[config.mk]
export PLATFORM = sky130hd
export DESIGN_NAME = redmule_x_pad_ctrl
export DESIGN_NICKNAME = d
export VERILOG_FILES = /design/src/rtl/redmule_x_pad_ctrl.sv
export SDC_FILE = /design/constraint.sdc
export NUM_CORES = 1
export LEC_CHECK = 0
export ABC_AREA = 1
export BUFFER_PORTS_ARGS = -buffer_cell sky130_fd_sc_hd__clkbuf_2
export CORE_AREA = 2 2 206 208
export DETAILED_ROUTE_END_ITERATION = 12
export DIE_AREA = 0 0 208 210
export SYNTH_ARGS = -nofsm -noshare
export SYNTH_HDL_FRONTEND = slang
export SYNTH_SLANG_ARGS = --single-unit
[constraint.sdc]
create_clock -name clk_i -period 1.7 [get_ports clk_i]
set_input_delay 0.17 -clock clk_i [delete_from_list [all_inputs] [get_ports clk_i]]
set_output_delay 0.17 -clock clk_i [all_outputs]
set_load 0.02 [all_outputs]
[src/rtl/redmule_x_pad_ctrl.sv]
// X pad SCM sequencer: fills a zero-padded ROWS x COLS tile row by row from the input stream,
// then drains it column by column to the X feeder with a one-cycle SCM read latency.
module redmule_x_pad_ctrl #(
    parameter int unsigned WORD_SIZE = 32,
    parameter int unsigned ROWS      = 4,
    parameter int unsigned COLS      = 4
) (
    input  logic                          clk_i,
    input  logic                          rst_i,
    input  logic                          clear_i,
    input  logic                          start_i,
    input  logic [$clog2(ROWS+1)-1:0]     tile_rows_i,
    input  logic [$clog2(COLS+1)-1:0]     tile_cols_i,
    input  logic                          in_valid_i,
    output logic                          in_ready_o,
    input  logic [COLS*WORD_SIZE-1:0]     in_data_i,
    output logic                          buf_clear_o,
    output logic                          buf_write_en_o,
    output logic [$clog2(ROWS)-1:0]       buf_write_addr_o,
    output logic [COLS*WORD_SIZE-1:0]     buf_wdata_o,
    output logic                          buf_read_en_o,
    output logic [$clog2(COLS)-1:0]       buf_read_addr_o,
    input  logic [ROWS*WORD_SIZE-1:0]     buf_rdata_i,
    output logic                          out_valid_o,
    input  logic                          out_ready_i,
    output logic [ROWS*WORD_SIZE-1:0]     out_data_o,
    output logic                          out_last_o,
    output logic                          busy_o,
    output logic                          done_o
);
    localparam int unsigned RW  = $clog2(ROWS);
    localparam int unsigned CW  = $clog2(COLS);
    localparam int unsigned TRW = $clog2(ROWS+1);
    localparam int unsigned TCW = $clog2(COLS+1);
    localparam logic [RW-1:0] ROW_MAX = RW'(ROWS-1);
    localparam logic [CW-1:0] COL_MAX = CW'(COLS-1);

    // state | meaning: IDLE wait start | FILL write input rows | PAD write zero rows | DRAIN read columns
    typedef enum logic [1:0] {IDLE, FILL, PAD, DRAIN} state_t;

    state_t        r_state;
    logic [RW-1:0] r_row;
    logic [RW-1:0] r_rows_m1;
    logic [CW-1:0] r_col;
    logic [CW-1:0] r_cols_m1;
    logic [CW-1:0] r_out_col;
    logic          r_arm;
    logic          r_rd_done;
    logic          r_out_valid;
    logic          r_done;

    logic                      w_start;
    logic                      w_in_hs;
    logic                      w_rd_en;
    logic                      w_out_hs;
    logic                      w_out_last;
    logic [RW-1:0]             w_rows_m1;
    logic [CW-1:0]             w_cols_m1;
    logic [COLS*WORD_SIZE-1:0] w_wdata_masked;

    assign w_start   = (r_state == IDLE) && start_i;
    assign w_rows_m1 = (tile_rows_i == '0 || tile_rows_i > TRW'(ROWS)) ? ROW_MAX
                                                                      : RW'(tile_rows_i - TRW'(1));
    assign w_cols_m1 = (tile_cols_i == '0 || tile_cols_i > TCW'(COLS)) ? COL_MAX
                                                                      : CW'(tile_cols_i - TCW'(1));

    always_comb begin
        w_wdata_masked = '0;
        for (int unsigned c = 0; c < COLS; c++) begin
            if (CW'(c) <= r_cols_m1)
                w_wdata_masked[c*WORD_SIZE +: WORD_SIZE] = in_data_i[c*WORD_SIZE +: WORD_SIZE];
        end
    end

    // r_arm keeps the first read one cycle clear of the final write
    assign w_in_hs    = (r_state == FILL) && in_valid_i && !clear_i;
    assign w_rd_en    = (r_state == DRAIN) && r_arm && !r_rd_done && !clear_i
                        && (!r_out_valid || out_ready_i);
    assign w_out_hs   = r_out_valid && out_ready_i;
    assign w_out_last = r_out_valid && (r_out_col == r_cols_m1);

    assign in_ready_o       = (r_state == FILL) && !clear_i;
    assign buf_clear_o      = clear_i || w_start;
    assign buf_write_en_o   = w_in_hs || ((r_state == PAD) && !clear_i);
    assign buf_write_addr_o = r_row;
    assign buf_wdata_o      = (r_state == FILL) ? w_wdata_masked : '0;
    assign buf_read_en_o    = w_rd_en;
    assign buf_read_addr_o  = r_col;
    assign out_valid_o      = r_out_valid;
    assign out_data_o       = (r_state == DRAIN) ? buf_rdata_i : '0;
    assign out_last_o       = w_out_last;
    assign busy_o           = (r_state != IDLE);
    assign done_o           = r_done;

    always_ff @(posedge clk_i or posedge rst_i) begin
        if (rst_i) begin
            r_state     <= IDLE;
            r_row       <= '0;
            r_col       <= '0;
            r_out_col   <= '0;
            r_rows_m1   <= ROW_MAX;
            r_cols_m1   <= COL_MAX;
            r_arm       <= 1'b0;
            r_rd_done   <= 1'b0;
            r_out_valid <= 1'b0;
            r_done      <= 1'b0;
        end else begin
            r_done <= 1'b0;
            if (clear_i) begin
                r_state     <= IDLE;
                r_row       <= '0;
                r_col       <= '0;
                r_arm       <= 1'b0;
                r_rd_done   <= 1'b0;
                r_out_valid <= 1'b0;
            end else begin
                case (r_state)
                    IDLE: begin
                        if (start_i) begin
                            r_rows_m1 <= w_rows_m1;
                            r_cols_m1 <= w_cols_m1;
                            r_state   <= FILL;
                        end
                    end
                    FILL: begin
                        if (w_in_hs) begin
                            if (r_row == r_rows_m1 && r_rows_m1 == ROW_MAX) begin
                                r_row   <= '0;
                                r_state <= DRAIN;
                            end else begin
                                r_row <= r_row + RW'(1);
                                if (r_row == r_rows_m1)
                                    r_state <= PAD;
                            end
                        end
                    end
                    PAD: begin
                        if (r_row == ROW_MAX) begin
                            r_row   <= '0;
                            r_state <= DRAIN;
                        end else begin
                            r_row <= r_row + RW'(1);
                        end
                    end
                    DRAIN: begin
                        r_arm <= 1'b1;
                        if (w_rd_en) begin
                            r_out_valid <= 1'b1;
                            r_out_col   <= r_col;
                            if (r_col == r_cols_m1)
                                r_rd_done <= 1'b1;
                            else
                                r_col <= r_col + CW'(1);
                        end else if (w_out_hs) begin
                            r_out_valid <= 1'b0;
                        end
                        if (w_out_hs && w_out_last) begin
                            r_state     <= IDLE;
                            r_col       <= '0;
                            r_arm       <= 1'b0;
                            r_rd_done   <= 1'b0;
                            r_out_valid <= 1'b0;
                            r_done      <= 1'b1;
                        end
                    end
                    default: r_state <= IDLE;
                endcase
            end
        end
    end
endmodule

==> qor.csv, run 1 <==
metric;value;unit
Routability Congestion;0.859;
proportion of layout cells with a drive suffix above 1;0.525;
setup ws final;-69.5;ps
clk buf depth;2;
Vias;5655;
post-layout util;0.182;
max_cap viols;0;
Syn Std Cell Area;3240;sq um
max incr delay on CP;400;ps
Synth Warn #;0;
port bufs;535;
violated checks;setup timing;
GR Overflow Total;0;
Synth Register Bits;16;
clk sink count;16;
leakage;5.63;nW
Slew @ Worst Pin;671;ps
clock skew;1.54;ps
H-tree levels;1;
RSZ-0062 raised after global routing;true;
cell family with most CP delay;buffers and inverters;
root buffer cell;clkbuf_16;
status;complete, but fails checks;
DP HPWL;17.4;mm
ANT nets after route;0;
Slowest-stage cell, CP;dfrtp_1;
WL final;20.4;mm
startpoint types;flop;
CP cell instances;buf_4 -> ha_4 -> buf_12 -> buf_4 -> nand2_1 -> inv_1 -> clkbuf_2;
slew margin rel.;0.552;
hold slack;2.19;ps
vias in the first global route;4693;
Overall Global Routing Usage;0.0794;
CTS tree;built;
CP arrival;1600;ps
Clk Latency, worst-skew pair;240;ps
die height;210;um
Initial Util;0.0781;
largest net degree at the start of global routing;33;
cell mode on critical path;buf_4;
Core Box Area;41500;sq um
Site Rows;75;
Critical Path RT;1530;ps
die area;43700;sq um
Synth cell types;35;
final hold vios;0;
Ant. Diodes;0;
syn_area_per_cell;4.70;sq um
Die W;208;um
Num CTS Buffers;3;
Syn Nets;965;
Routed WL per cell;11.5;um
Pwr Total;7.13;mW
Worst Path Buf+Inv;5;
post-route clock period utilization;1.04;
layout overhead on the synthesized area;133;%
Hold Path Class;input pin to async pin;
vias per cell;3.18;
initial antenna violation count;1;
First DRT Iteration DRCs;332;
worst slack at placement;42.2;ps
fin. max-slew vios;0;
sequential share of the synthesized area;0.125;
Period minus WS final;1770;ps
I/O pin cnt;536;
nets@finish;1514;
first-pass GRT wire length;27.5;mm
CP Max Fanout;12;
Post-Syn Instances;689;
Crit. End Element;output pin;
max frequency;565;MHz
drt drc;0;
Peak supply drop;0.000369;V
Pwr Density;946;nW/um^2
Setup CP Type;flop to output pin;
DR pass1 iterations;5;
# setup viols final;89;
Clk pin slew, worst setup/hold paths;50;ps
logic make-up (layout without fill, tap and decap cells):
logic type                 Yosys count  count (layout)  share of synthesized area
AOI/OAI and AO/OA                   23              23                     0.0456
adders and majority gates            8               8                     0.0309
xor gates and xnor gates             4               4                     0.0108
and+or+nand+nor                    356             356                      0.446
DFF                                 16              16                      0.125
buffers and inverters              282             830                      0.341
Yosys cell counts (all sizes together):
cell | count | share of area
inv | 248 | 0.29
nand2 | 230 | 0.28
nor2 | 108 | 0.13
buf | 26 | 0.045
dfrtp | 12 | 0.093
o21ai | 11 | 0.019
ha | 8 | 0.031
nand3 | 8 | 0.018
a21oi | 7 | 0.013
clkbuf | 7 | 0.0081
dfstp | 4 | 0.032
nand4 | 4 | 0.0077
xnor2 | 3 | 0.0081
a31oi | 2 | 0.0039
nor3 | 2 | 0.0066
or2 | 2 | 0.0039
a41oi | 1 | 0.0027
clkinv | 1 | 0.0012
nand3b | 1 | 0.0023
nor4 | 1 | 0.0019
o221ai | 1 | 0.0027
o31ai | 1 | 0.0039
xor2 | 1 | 0.0027
flip-flops by register name (all words and copies together), names as in the netlist:
| signal | flops |
|---|---|
| buf_read_addr_o | 2 |
| buf_write_addr_o | 2 |
| r_cols_m1 | 2 |
| r_out_col | 2 |
| r_rows_m1 | 2 |
| r_state | 2 |
| done_o | 1 |
| out_valid_o | 1 |
| r_arm | 1 |
| r_rd_done | 1 |
final cells by class:
| type | count | area, sq um |
|---|---|---|
| Timing Repair Buffer | 577 | 3510 |
| Sequential cell | 16 | 407 |
| Clock buffer | 4 | 78.8 |
| Fill cell | 4838 | 33900 |
| Tap cell | 539 | 674 |
| Inverter | 249 | 941 |
| Multi-Input combinational cell | 391 | 1930 |
power breakdown:
group	leakage (nW)	switching [mW]	internal, mW
logic	5.39	3.60	2.33
registers	0.201	0.190	0.544
clock network	0.0382	0.153	0.318
path summary, 6_finish.rpt:
check                               start              end  slack [ps]  cells after the start
setup / recovery               r_state[1]  out_data_o[100]         -70                      7
hold / removal                      rst_i       r_state[1]           2                      2
setup reg to reg               r_state[1]       r_state[0]         100                     10
hold reg to reg              r_out_col[0]     r_out_col[0]         490                      2
max in group asynchronous           rst_i       r_state[0]        1230                      2
min in group clk_i         tile_rows_i[0]     r_rows_m1[0]          90                      2
per-stage QoR:
step,setup TNS [ps],area (sq um),cells
6_report,-2260,7540,1776
5_1_grt,-16130,7540,1776
4_1_cts,-4650,7120,1766
3_5_place_dp,0,6770,1760
3_3_place_gp,0,6770,1760
2_1_floorplan,0,3240,689
cell usage in the layout, fill, tap and decap left out, types with 9 or more instances in the layout:
cell type | netlist | final
nor2_1 | 105 | 88
nand2_1 | 220 | 210
buf_6 | 2 | 21
clkbuf_8 | 0 | 9
buf_4 | 1 | 74
clkbuf_2 | 0 | 416
buf_2 | 23 | 37
dfrtp_1 | 12 | 11
inv_1 | 248 | 241
nor2_4 | 0 | 9
nor2_2 | 3 | 11
nand2_2 | 7 | 15
per-layer routing:
metal / share of wire / vias to the layer above / wire [um] / track usage
met2: 0.46 / 256 / 9460 / 0.123
li1: - / 2941 / - / -
met3: 0.073 / 6 / 1500 / 0.0142
met4: 0.0029 / 2 / 60 / 0.00587
met5: 0.00064 / - / 13 / 0
met1: 0.46 / 2450 / 9400 / 0.119
what timing repair did:
item / 4_1_cts / 5_1_grt
setup endpoints to repair: 200 / 232
resized for setup: 83 / 190
pin swaps: 2 / 1
setup buffers: 2 / 5
cloned: 0 / 5
hold buffers: 0 / 0
No activity file was read; power rests on OpenSTA's default activity.
==> run 2: changes to the inputs <==
SKIP_LAST_GASP = 1   (was default)
==> run 2 against run 1 <==
- clock-buffer cell count is the same
- fmax grew 0.61%
- the flow still finishes with violations (setup timing)
- largest cell class unchanged
- sequential power shrank 1%
- utilization shrank 0.72 points
- sequential cell count is the same
- via count shrank 1.5%
- critical endpoint is now out_data_o[46]
- die area is the same
- worst hold slack gained 7.4 ps
- first-iteration DRC count shrank 18%
- cell count shrank 0.23%
- critical path type unchanged
- non-clock buffer count shrank 4
==> qor.csv, run 2 (synthesized netlist as in run 1, its figures left out) <==
metric;value;unit;change
status;complete, but fails checks;;
violated checks;setup timing;;
leakage;5.54;nW;-1.5%
vias per cell;3.14;;-1.3%
post-route clock period utilization;1.03;;-0.00633
Sum Neg Setup Slack;-1160;ps;+1100 ps
Reg power frac;0.107;;+0.004
drt drc;0;;unchanged
root buffer cell;clkbuf_16;;
most common cell after layout, fill and taps aside;clkbuf_2;;
CP cell instances;buf_4 -> ha_4 -> buf_4 -> clkbuf_16 -> nand2_2 -> inv_1 -> buf_4;;
max_cap viols;0;;unchanged
first-pass GRT wire length;27.5;mm;about the same
hold slack;9.55;ps;+7.36 ps
cell mode on critical path;buf_4;;
setup ws final;-58.8;ps;+10.8 ps
fin. max-slew vios;0;;unchanged
layout overhead on the synthesized area;123;%;
die height;210;um;unchanged
Peak supply drop;0.000366;V;-0.96%
First DRT Iteration DRCs;271;;-18%
Period minus WS final;1760;ps;-10.8 ps
Num CTS Buffers;3;;unchanged
Pwr Total;6.77;mW;-5.1%
Setup CP Type;flop to output pin;;
vias in the first global route;4704;;+0.23%
final hold vios;0;;unchanged
DR pass1 iterations;5;;unchanged
post-layout util;0.175;;-0.00718
Sw Share;0.560;;+0.00738
power share of the clock group;0.069;;+0.003
clk buf depth;2;;unchanged
Combinational Power Share;0.824;;-0.007
proportion of layout cells with a drive suffix above 1;0.508;;-0.0170
most frequent cells in the layout;clkbuf_2, inv_1, nand2_1;;
CP Max Fanout;11;;-1
Pwr Density;935;nW/um^2;-1.2%
Psw;3.79;mW;-3.8%
GR Overflow Total;0;;unchanged
nets@finish;1510;;-0.26%
Overall Global Routing Usage;0.0793;;-0.0000955
Critical Path RT;1530;ps;about the same
Clk pin slew, worst setup/hold paths;50;ps;about the same
cts hold-fix bufs;0;;unchanged
Ant. Diodes;0;;unchanged
DP HPWL;17.4;mm;unchanged
Slew @ Worst Pin;689;ps;+17.8 ps
RSZ-0062 raised after global routing;true;;
Initial Util;0.0781;;unchanged
die area;43700;sq um;unchanged
Routed WL per cell;11.1;um;-3.5%
Core Box Area;41500;sq um;unchanged
clk sink count;16;;unchanged
clock skew;1.11;ps;-0.436 ps
CP arrival;1590;ps;about the same
H-tree levels;1;;unchanged
largest net degree at the start of global routing;33;;unchanged
Slowest-stage cell, CP;dfrtp_1;;
max frequency;569;MHz;+0.61%
Crit. End Element;output pin;;
port bufs;535;;unchanged
slew margin rel.;0.540;;-0.0119
startpoint types;flop;;
I/O pin cnt;536;;unchanged
Vias;5570;;-1.5%
Site Rows;75;;unchanged
Hold Path Class;input pin to async pin;;
initial antenna violation count;1;;unchanged
# setup viols final;69;;-22%
max incr delay on CP;400;ps;about the same
ANT nets after route;0;;unchanged
Routability Congestion;0.859;;unchanged
Clk Latency, worst-skew pair;240;ps;about the same
WL final;19.7;mm;-3.7%
Power Internal;2.98;mW;-6.7%
CTS tree;built;;
Die W;208;um;unchanged
run 2: cell types whose count changed in the layout (fill, tap and decap cells not counted), sizes merged:
cell and delta:
clkinvlp -1, clkbuf +23, inv +1, buf -27
run 2: final cells by class:
cell class / instances / area (sq um)
Clock buffer: 4 / 78.8
Fill cell: 4846 / 34200
Inverter: 249 / 937
Multi-Input combinational cell: 391 / 1850
Sequential cell: 16 / 407
Tap cell: 539 / 674
Timing Repair Buffer: 573 / 3290
run 2: path summary, 6_finish.rpt:
kind,slack [ps],end,depth (start not counted),startpoint
worst max-delay path,-60,out_data_o[46],7,r_state[1]
min in group clk_i,100,r_rows_m1[0],2,tile_rows_i[0]
worst min register to register,490,r_out_col[0],2,r_out_col[0]
max in group asynchronous,1210,r_state[0],2,rst_i
worst min-delay path,10,r_state[1],2,rst_i
worst max register to register,40,buf_read_addr_o[1],8,r_state[1]
run 2: worst max-delay path, delay by kind of cell (launching register included):
| kind | cells | cell delay (ps) |
|---|---|---|
| buffers and inverters | 5 | 690 |
| DFF | 1 | 400 |
| adders and majority gates | 1 | 170 |
| and+or+nand+nor | 1 | 70 |
run 2: layer usage:
layer	GRT usage	up-vias	wire length, um
li1	-	2933	-
met1	0.118	2404	9240
met2	0.122	227	9070
met3	0.0153	4	1300
met4	0.00587	2	55
met5	0	-	13
run 2: timing repair:
item / 4_1_cts / 5_1_grt
pin swaps: 2 / 1
setup buffers: 2 / 5
gates resized for setup: 66 / 120
gates cloned: 0 / 1
endpoints found under the setup margin: 200 / 230
endpoints found under the hold margin: 0 / 0
run 2: power by group through the flow:
stage	logic [mW]	clock network, mW	registers (mW)
after detailed placement	5.19	0	0.737
final	5.58	0.470	0.723
after CTS	5.41	0.486	0.737
after global routing	6.08	0.496	0.762
after global placement	5.21	0	0.729
after floorplan	3.08	0	0.710
run 2: through the flow:
stage,setup WS (ps),cells,instance area [sq um]
after floorplan,65.0,689,3240
after global placement,29.8,1760,6770
after detailed placement,42.2,1760,6770
after CTS,-99.4,1766,7050
after global routing,-126,1772,7240
final,-58.8,1772,7240
==> run 3: changes to the inputs <==
SETUP_SLACK_MARGIN = 0.15   (was default)
==> run 3 against run 2 <==
- routed wire length increased by 24%
- die area stayed put
- clock power up 9.1%
- global-route usage grew 0.51 points
- via count increased by 6.8%
- cell count up 2.1%
- highest routed layer is now met4
- total power up 48%
- the run still ends with setup timing left
- setup slack lost 110 ps
- first-iteration DRC count is 18% higher
- combinational power rose by 58%
- sequential cell count did not move
==> qor.csv, run 3 (synthesized netlist as in run 1, its figures left out) <==
metric;value;unit;change
Hold Path Class;input pin to async pin;;
largest net degree at the start of global routing;33;;unchanged
port bufs;535;;unchanged
Pwr Total;10.0;mW;+48%
Site Rows;75;;unchanged
post-route clock period utilization;1.10;;+0.0661
FF-to-FF Start;r_state[0];;
# setup viols final;248;;+260%
ANT nets after route;0;;unchanged
clock skew;3.01;ps;+1.90 ps
post-layout util;0.227;;+0.0525
Worst Path Buf+Inv;4;;-1
cell family with most CP delay;buffers and inverters;;
first-pass GRT wire length;28.9;mm;+5.1%
cts hold-fix bufs;0;;unchanged
final hold vios;0;;unchanged
initial antenna violation count;1;;unchanged
R2R cell count;11;;+3
H-tree levels;1;;unchanged
Ant. Diodes;0;;unchanged
DP HPWL;18.0;mm;+3.2%
GR Overflow Total;0;;unchanged
WL final;24.4;mm;+24%
clk buf depth;2;;unchanged
Num CTS Buffers;3;;unchanged
vias per cell;3.29;;+4.7%
most common cell after layout, fill and taps aside;clkbuf_2;;
RSZ-0062 raised after global routing;true;;
Vias;5951;;+6.8%
reg2reg end;r_state[1];;
Reg2Reg Setup Slack;-40;ps;-80 ps
vias in the first global route;4743;;+0.83%
status;complete, but fails checks;;
Clk pin slew, worst setup/hold paths;50;ps;about the same
I/O pin cnt;536;;unchanged
drt drc;0;;unchanged
CP cell instances;buf_12 -> ha_4 -> buf_8 -> o21ai_4 -> clkbuf_16 -> nor2_1 -> clkbuf_2;;
FF+latch area;407;sq um;unchanged
CP Max Fanout;8;;-3
max_cap viols;0;;unchanged
die height;210;um;unchanged
Clk Latency, worst-skew pair;250;ps;about the same
root buffer cell;clkbuf_16;;
Period minus WS final;1870;ps;+112 ps
max incr delay on CP;440;ps;+40 ps
slew margin rel.;0.545;;+0.00454
most frequent cells in the layout;clkbuf_2, inv_1, nand2_1;;
proportion of layout cells with a drive suffix above 1;0.646;;+0.139
Initial Util;0.0781;;unchanged
fin. max-slew vios;0;;unchanged
layout overhead on the synthesized area;191;%;
FILL cells;4626;;-4.5%
Routed WL per cell;13.5;um;+22%
Slew @ Worst Pin;682;ps;-6.80 ps
max frequency;534;MHz;-6.0%
Crit. End Element;output pin;;
Overall Global Routing Usage;0.0844;;+0.00510
Core Box Area;41500;sq um;unchanged
Die W;208;um;unchanged
Peak supply drop;0.000655;V;+79%
violated checks;setup timing;;
die area;43700;sq um;unchanged
Critical Path RT;1530;ps;about the same
setup ws final;-171;ps;-112 ps
DR pass1 iterations;5;;unchanged
CP arrival;1700;ps;+110 ps
Setup CP Type;flop to output pin;;
CTS tree;built;;
area of the multi-input gates;2630;sq um;+42%
startpoint types;flop;;
clk sink count;16;;unchanged
Routability Congestion;0.895;;+4.2%
First DRT Iteration DRCs;319;;+18%
leakage;6.27;nW;+13%
Pwr Density;1070;nW/um^2;+14%
nets@finish;1547;;+2.5%
Slowest-stage cell, CP;dfrtp_2;;
-- run 3: changes by cell type in the layout (fill, tap and decap cells not counted), sizes merged --
cell,previous run,this run
buf,114,247
bufbuf,0,1
clkbuf,463,364
clkinvlp,0,1
inv,248,247
nand2,230,232
-- run 3: final cells by class --
type,count,area share
sequential,16,0.0432
multi-input combinational,393,0.280
inverter,249,0.0999
tap,539,0.0716
timing repair buffer,608,0.496
clock buffer,4,0.00943
-- run 3: power by group --
group,internal [mW],switching [mW]
Sequential,0.543,0.170
Clock,0.358,0.155
Combinational,3.96,4.86
-- run 3: how the worst max path moves through the flow --
stage                           from              end  slack, ps  depth (start not counted)
after floorplan           r_state[1]  buf_wdata_o[34]         70                          6
after CTS                 r_state[0]   out_data_o[83]       -160                          8
after detailed placement  r_state[0]  out_data_o[103]         80                          7
after global placement    r_state[0]  out_data_o[103]        110                          7
after global routing      r_state[0]  buf_wdata_o[74]       -200                          7
final                     r_state[0]  buf_wdata_o[56]       -170                          7
-- run 3: per-layer routing --
metal / global-route usage / wire [um] / vias up
li1: - / - / 3022
met1: 0.120 / 10400 / 2692
met2: 0.126 / 11700 / 233
met3: 0.0301 / 2320 / 4
met4: 0.00831 / 76 / 0
met5: 0 / 0 / -
-- run 3: metrics by stage --
stage	setup TNS [ps]	setup WS, ps	cell area, sq um	instances	hold slack (ps)
after detailed placement	0	83.6	6890	1757	286
after CTS	-18740	-158	7210	1769	25.6
after floorplan	0	67.8	3390	689	80.9
after global routing	-31720	-201	9420	1809	70.9
after global placement	0	108	6890	1757	288
final	-22660	-171	9420	1809	4.02
-- run 3: repair_timing --
item,CTS,global route
endpoints found under the setup margin,263,270
buffers inserted,5,22
gates cloned,3,18
resized for setup,28,709
pin swaps,1,35
